### config.mk
export PLATFORM = sky130hd
export DESIGN_NAME = fifo_stream_reader
export DESIGN_NICKNAME = d
export VERILOG_FILES = /design/src/rtl/fifo_stream_reader_pkg.sv /design/src/rtl/fifo_stream_reader_buf.sv /design/src/rtl/fifo_stream_reader.sv
export SDC_FILE = /design/constraint.sdc
export NUM_CORES = 1
export LEC_CHECK = 0
export ABC_AREA = 1
export CORE_ASPECT_RATIO = 0.9
export CORE_MARGIN = 3
export CORE_UTILIZATION = 30
export CTS_CLUSTER_SIZE = 25
export DETAILED_ROUTE_END_ITERATION = 8
export MAX_ROUTING_LAYER = met4
export PLACE_DENSITY = 0.48
export SYNTH_ARGS = -nofsm -noshare
export SYNTH_HDL_FRONTEND = slang
export SYNTH_SLANG_ARGS = --single-unit
### constraint.sdc
create_clock -name clk -period 1.92 [get_ports clk]
set_clock_uncertainty 0.05 [all_clocks]
set_input_delay 0.384 -clock clk [delete_from_list [all_inputs] [get_ports clk]]
set_output_delay 0.384 -clock clk [all_outputs]
set_load 0.01 [all_outputs]
### src/rtl/fifo_stream_reader_pkg.sv
// Shared types and helpers for the FIFO stream reader.
package fifo_stream_reader_pkg;

  // IDLE: no pops issued; RUN: draining the FIFO; ERR: sticky fault, pops blocked.
  typedef enum logic [1:0] {
    IDLE = 2'd0,
    RUN  = 2'd1,
    ERR  = 2'd2
  } state_t;

  // Below two entries the buffer cannot hold the word landing from an in-flight pop.
  localparam int MIN_BUF_DEPTH = 2;

  // Occupancy counts 0..depth inclusive.
  function automatic int occ_width(input int depth);
    return $clog2(depth + 1);
  endfunction

endpackage

### src/rtl/fifo_stream_reader_buf.sv
// Circular skid buffer absorbing the FIFO read latency; head entry drives the stream.
module fifo_stream_reader_buf
  import fifo_stream_reader_pkg::*;
#(
  parameter int WIDTH = 16,
  parameter int DEPTH = 3,
  parameter int OCC_W = occ_width(DEPTH)
) (
  input  logic             clk,
  input  logic             reset_n,
  input  logic             push,
  input  logic [WIDTH-1:0] push_data,
  input  logic             pop,
  output logic [OCC_W-1:0] occ,
  output logic [WIDTH-1:0] head_data
);

  localparam int PTR_W = (DEPTH > 1) ? $clog2(DEPTH) : 1;

  logic [WIDTH-1:0] mem [DEPTH];
  logic [PTR_W-1:0] head;
  logic [PTR_W-1:0] tail;

  generate
    if (DEPTH < MIN_BUF_DEPTH) begin : g_depth_too_small
      $error("fifo_stream_reader_buf: DEPTH must be at least MIN_BUF_DEPTH");
    end
  endgenerate

  function automatic logic [PTR_W-1:0] next_ptr(input logic [PTR_W-1:0] p);
    return (p == PTR_W'(DEPTH - 1)) ? '0 : p + 1'b1;
  endfunction

  // Storage, pointers and occupancy; entries clear on reset so the idle head reads zero.
  always_ff @(posedge clk or negedge reset_n) begin
    if (!reset_n) begin
      for (int i = 0; i < DEPTH; i++) mem[i] <= '0;
      head <= '0;
      tail <= '0;
      occ  <= '0;
    end else begin
      if (push) begin
        mem[tail] <= push_data;
        tail      <= next_ptr(tail);
      end
      if (pop) head <= next_ptr(head);
      case ({push, pop})
        2'b10:   occ <= occ + 1'b1;
        2'b01:   occ <= occ - 1'b1;
        default: occ <= occ;
      endcase
    end
  end

  assign head_data = mem[head];

  // The issue credit check keeps a landing word from ever meeting a full buffer.
  a_no_overflow: assert property (@(posedge clk) disable iff (!reset_n)
    !(push && (occ == OCC_W'(DEPTH))));

endmodule

### src/rtl/fifo_stream_reader.sv
// Drains a sync FIFO onto a valid/ready stream with a small skid buffer.
//
// state | meaning
// IDLE  | no pops issued, waiting for rd_en
// RUN   | pops issued while FIFO non-empty and buffer credit remains
// ERR   | FIFO or protocol fault seen; pops blocked, buffer drains, until reset
module fifo_stream_reader
  import fifo_stream_reader_pkg::*;
#(
  parameter int WIDTH       = 16,
  parameter int BUF_DEPTH   = 3,
  parameter bit SINGLE_PORT = 1'b1
) (
  input  logic             clk,
  input  logic             reset_n,
  input  logic             rd_en,
  input  logic             fifo_wr_req,
  input  logic             fifo_mt,
  input  logic             fifo_err,
  input  logic             fifo_rd_vld,
  input  logic [WIDTH-1:0] fifo_dout,
  output logic             fifo_rd,
  output logic             out_vld,
  output logic [WIDTH-1:0] out_data,
  input  logic             out_rdy,
  output logic             busy,
  output logic             err
);

  localparam int OCC_W = occ_width(BUF_DEPTH);
  localparam int SUM_W = OCC_W + 1;

  state_t           state;
  logic             inflight;
  logic             err_q;
  logic [OCC_W-1:0] occ;
  logic [SUM_W-1:0] credit_sum;
  logic             credit_ok;
  logic             wr_block;
  logic             mismatch;
  logic             capture;
  logic             consume;

  // Credit uses only registered occupancy, so out_rdy never reaches fifo_rd.
  assign credit_sum = SUM_W'(occ) + SUM_W'(inflight);
  assign credit_ok  = credit_sum < SUM_W'(BUF_DEPTH);
  assign wr_block   = SINGLE_PORT ? fifo_wr_req : 1'b0;

  assign fifo_rd = (state == RUN) & rd_en & ~fifo_mt & ~wr_block & credit_ok;

  // Read-data valid must track our own pop one cycle later; anything else is a fault.
  assign mismatch = fifo_rd_vld ^ inflight;
  assign capture  = inflight & fifo_rd_vld;

  assign out_vld = (occ != '0);
  assign consume = out_vld & out_rdy;
  assign busy    = inflight | out_vld;
  assign err     = err_q;

  // Sequencing FSM, pop tracking and sticky error flag.
  always_ff @(posedge clk or negedge reset_n) begin
    if (!reset_n) begin
      state    <= IDLE;
      inflight <= 1'b0;
      err_q    <= 1'b0;
    end else begin
      inflight <= fifo_rd;
      if (fifo_err || mismatch) begin
        state <= ERR;
        err_q <= 1'b1;
      end else begin
        case (state)
          IDLE:    if (rd_en) state <= RUN;
          RUN:     if (!rd_en && !inflight && (occ == '0)) state <= IDLE;
          ERR:     state <= ERR;
          default: state <= ERR;
        endcase
      end
    end
  end

  fifo_stream_reader_buf #(
    .WIDTH (WIDTH),
    .DEPTH (BUF_DEPTH),
    .OCC_W (OCC_W)
  ) u_buf (
    .clk       (clk),
    .reset_n   (reset_n),
    .push      (capture),
    .push_data (fifo_dout),
    .pop       (consume),
    .occ       (occ),
    .head_data (out_data)
  );

endmodule

Word level (Yosys, flattened, before mapping)
Index checks and enable logic that the tools add are counted.
{ "totals": {"ff_bits": 58, "wordCells": 61, "out_inout_bits": 20, "input_bits": 24} }
{ "classes": {"n_reduce_logical": 11, "magnitude_cmp": 4, "n_mux": 13, "n_addsub": 5, "bitwise": 12, "eq_ne": 7} }
{ "ops": {"columns": ["cell", "n"], "rows": [
  ["bitwise mux 48 bit", 1],
  ["two-way mux 16 bit", 3],
  ["binary-select mux 16 bit (select 2 bit)", 1],
  ["demux 16 bit (select 2 bit)", 1],
  ["two-way mux 2 bit", 5],
  ["one-hot mux 2 bit (2 select lines)", 2],
  ["adder 2 x 1 -> 2 bit, second input constant", 3],
  ["bitwise AND 1 bit", 6],
  ["== test 2 bit, second input constant", 3],
  ["greater-or-equal comparator 3 bit, second input constant", 2],
  ["inverter 2 -> 3 bit", 2],
  ["== test 2 x 1 -> 1 bit, second input constant", 2],
  ["zero test 2 bit", 2],
  ["nonzero test 2 bit", 2],
  ["adder 2 x 1 -> 3 bit", 1],
  ["logical AND 1 bit", 3],
  ["less-than comparator 3 x 1 -> 1 bit, second input constant", 1],
  ["less-than comparator 3 x 2 -> 1 bit, second input constant", 1],
  ["!= test 3 x 1 -> 1 bit, second input constant", 1],
  ["!= test 3 bit, second input constant", 1],
  ["zero test 1 bit", 2],
  ["inverter 1 bit", 2],
  ["AND reduction 2 bit", 1],
  ["subtractor 2 x 1 -> 2 bit, second input constant", 1],
  ["other kinds (3)", 3]
]} }

Longest topological paths before layout
{ "logic_depth": {"depth_word": 6, "mapped_depth": 10, "depth_no_buf": 10} }

Hierarchy
Synthesis repeated with hierarchy kept, for this count alone.
{ "unflattened": {"hier_cells": 304, "hier_area_um2": 2570.0} }
{ "by_module_without_submodules": {"columns": ["mod", "seq_area_each_um2", "n_inst", "area_each_um2", "cells_each"], "rows": [
  ["fifo_stream_reader_buf", 1351.3, 1, 2323.5, 271],
  ["fifo_stream_reader", 100.1, 1, 246.5, 33]
]} }

Least setup slack after synthesis
Ideal clock, no wire load.
{ "synth_timing": {"kind": "register to output", "startpoint": "reg u_buf.occ[0]", "endpoint": "out fifo_rd", "path_stages_with_launch": 6, "arrival_time_ps": 1168, "slack_ps": 318, "required_time_ps": 1486, "path_buffers": 0, "path_cell_list": "dfrtp_1 -> ha_1 -> ha_1 -> nand2_1 -> nand3_1 -> nor2_1"} }
{ "synth_between": {"elab_chain_cells": 3} }
{ "synth_rtl": {"columns": ["element", "line_no", "rtl"], "rows": [
  ["start: declaration", "fifo_stream_reader_buf.sv:14", "output logic [OCC_W-1:0] occ,"],
  ["start signal: assignment", "fifo_stream_reader_buf.sv:48", "2'b10: occ <= occ + 1'b1;"],
  ["start signal: assignment", "fifo_stream_reader_buf.sv:49", "2'b01: occ <= occ - 1'b1;"],
  ["adder 2 x 1 -> 3 bit", "fifo_stream_reader.sv:45", "assign credit_sum = SUM_W'(occ) + SUM_W'(inflight);"],
  ["less-than comparator 3 x 2 -> 1 bit", "fifo_stream_reader.sv:46", "assign credit_ok = credit_sum < SUM_W'(BUF_DEPTH);"],
  ["bitwise AND 1 bit", "fifo_stream_reader.sv:49", "assign fifo_rd = (state == RUN) & rd_en & ~fifo_mt & ~wr_block & credit_ok;"],
  ["end: declaration", "fifo_stream_reader.sv:22", "output logic fifo_rd,"]
]} }
No other way between the ends.

Final worst setup path
Same ends and word-level chain as after synthesis.

==> results.tsv <==
metric	value	unit
f_max	0.5224	GHz
Fin. Hold Viols	0	
Pint	2.392	mW
Final Cycle Share	0.9970	
die area	9773	um^2
RSZ-0062 raised after global routing	true	
H-tree depth	3	
Setup CP Type	register to output pin	
startpoint class of the critical path	register	
Reg2Reg Setup Slack	0.22	ns
yosys warns	0	
fin util	0.4346	
Maximum Capacitance Violations	0	
CP required	1.49	ns
max-slew violations	0	
shortest period the worst path allows	1.914	ns
CTS tree	yes	
Port-buffer cells	43	
status	finished clean	
Iteration-0 DRC Markers	85	
Pwr Density	965.4	nW/um^2
first-pass GRT wire length	10.08	mm
clock share of power	0.299	
Net Count, Synth	335	
most common cell after layout, fill and taps aside	nand2_1	
CTS buffer count	9	
die height	94.09	um
Synth top area share	0.5612	
mean post-synth cell area	8.424	um^2
Total Power Consumption	3.450	mW
drt wl/cell	11.80	um
Die Wd	103.9	um
1st-pass router iterations	4	
clock network latency to the later pin of the worst-skew pair	0.33	ns
Root Driver	clkbuf_8	
Slew @ Worst Pin	0.3260	ns
maximum VDD drop	0.0004299	V
initial core utilization	0.3145	
gr ovfl total	0	
WL met3	251	um
CP max stage cell	dfrtp_1	
GR Util All Layers	0.1343	
DR vias	2140	
Switch Pwr	1.058	mW
crit path capture type	output pin	
CTS clock-pin slew for the worst setup and hold paths	0.06	ns
synth-to-layout area growth	38.17	%
Synth area leader	dfrtp_1	
largest net degree at the start of global routing	59	
CP max stage delay	0.38	ns
synthesized cell area	2586	um^2
worst hold path class	register to register	
layout cells sized above 1	0.2188	
commonest non-fill, non-tap cells in the layout	nand2_1 (112), dfrtp_1 (56), o21ai_1 (36), inv_1 (30), clkdlybuf4s50_1 (23)	
Comb power frac	0.313	
row count	31	
critical path, cell by cell	ha_2 > ha_4 > nand2_4 > nand3_4 > nor2_4 > buf_6	
# diodes	0	
normalized max-slew margin	0.7827	
vias per std cell	4.289	
Core Region	8223	um^2
switching share of power	0.3066	
WL met2	2.630	mm
sequential area share after synthesis	0.5612	
LEAKAGE	1.767	nW
routability cong.	0.7404	
max layer used	met4	
HPWL after DPL	3.891	mm
metal1 wirelength	2.951	mm
CTS sink count	58	
# DRC	0	
worst-path fanout max	2	
Cells after Synth	307	
top-level port count	44	
critical path arrival	1.48	ns
Sequential Power Share	0.388	
Routed WL	5.886	mm
Yosys reg bits	58	
initial antenna violation count	0	
Netlist cell types	18	
buffers from clock root to sink, at most	2	
top post-synthesis cells by area	dfrtp_1 (56%), nand2_1 (17%), o21ai_1 (7.0%)	
vias in the first global route	2081	
final net count	407	
final antenna-violating net count	0	
final setup fails	0	
-- routing by layer --
layer  up-vias  track usage
met4         0      0.04651
met1       972       0.1728
li1       1116            -
met3         8      0.04261
met5         -            -
met2        44       0.2013
-- power by group through the flow --
stage / logic (mW) / clock network, mW / registers [mW]
3_3_place_gp: 0.832 / 0 / 1.34
2_1_floorplan: 0.393 / 0 / 1.34
3_5_place_dp: 0.829 / 0 / 1.34
5_1_grt: 1.19 / 1.12 / 1.34
6_report: 1.08 / 1.03 / 1.34
4_1_cts: 0.916 / 1.07 / 1.34
-- Yosys cell counts --
master / n
nand2_1: 116
dfrtp_1: 58
o21ai_1: 36
inv_1: 31
nand3_1: 19
o21ai_0: 14
buf_2: 9
nor2_1: 6
ha_1: 4
nand3_2: 3
buf_6: 2
nand4_1: 2
nor2_4: 2
buf_4: 1
inv_2: 1
nor2_2: 1
or2_2: 1
xnor2_1: 1
-- stage by stage --
stage	hold WS (ns)	worst slack [ns]	instances	instance area, um^2	setup TNS, ns
final	0.4271	0.005702	499	3573	0
after global routing	0.4322	-0.05979	499	3573	-0.08581
after CTS	0.4314	-0.006728	495	3502	-0.006728
after detailed placement	0.3667	-0.2570	473	3256	-0.2709
after global placement	0.3733	-0.2339	473	3256	-0.2448
after floorplan	0.03841	0.3175	307	2586	0
-- registers in the layout (all words and copies together), names as in the netlist --
name and count:
u_buf.occ 2, u_buf.head 2, state 2, u_buf.mem 48, u_buf.tail 2, inflight 1
err 1
-- cell families after synthesis --
| group | share of synthesized area |
|---|---|
| AOI/OAI and AO/OA | 0.09676 |
| xor gates and xnor gates | 0.003387 |
| adders and majority gates | 0.01935 |
| buffers and inverters | 0.07547 |
| DFF | 0.5612 |
| and+or+nand+nor | 0.2438 |
-- final cells by class --
type | instances | area [um^2]
Fill cell | 872 | 4649
Sequential cell | 58 | 1454
Multi-Input combinational cell | 205 | 1015
Timing Repair Buffer | 73 | 658.1
Clock buffer | 14 | 172.7
Tap cell | 115 | 143.9
Inverter | 32 | 120.1
Clock inverter | 2 | 10.01
-- final timing paths --
check / cells after the start / start / to
max: 6 / u_buf.occ[0]$_DFFE_PN0P_ / fifo_rd
min: 1 / err$_DFFE_PN0P_ / err$_DFFE_PN0P_
max reg2reg: 11 / u_buf.occ[0]$_DFFE_PN0P_ / u_buf.occ[1]$_DFFE_PN0P_
min reg2reg: 1 / err$_DFFE_PN0P_ / err$_DFFE_PN0P_
max in group asynchronous: 3 / reset_n / u_buf.mem[41]$_DFFE_PN0P_
min in group asynchronous: 3 / reset_n / u_buf.mem[19]$_DFFE_PN0P_
-- what timing repair did --
action | in CTS | in global routing
buffers inserted | 5 | 3
cloned | 0 | 1
hold buffers | 1 | 0
endpoints found under the hold margin | 19 | 0
pin swaps | 3 | 4
resized for setup | 76 | 24
setup endpoints to repair | 19 | 12
-- worst max-delay path, delay by kind of cell (launching register included) --
kind | cells | cell delay, ns
fa+ha+maj | 2 | 0.42
buf+inv | 1 | 0.11
flops | 1 | 0.38
simple gates | 3 | 0.25
No activity file was read; power rests on OpenSTA's default activity.
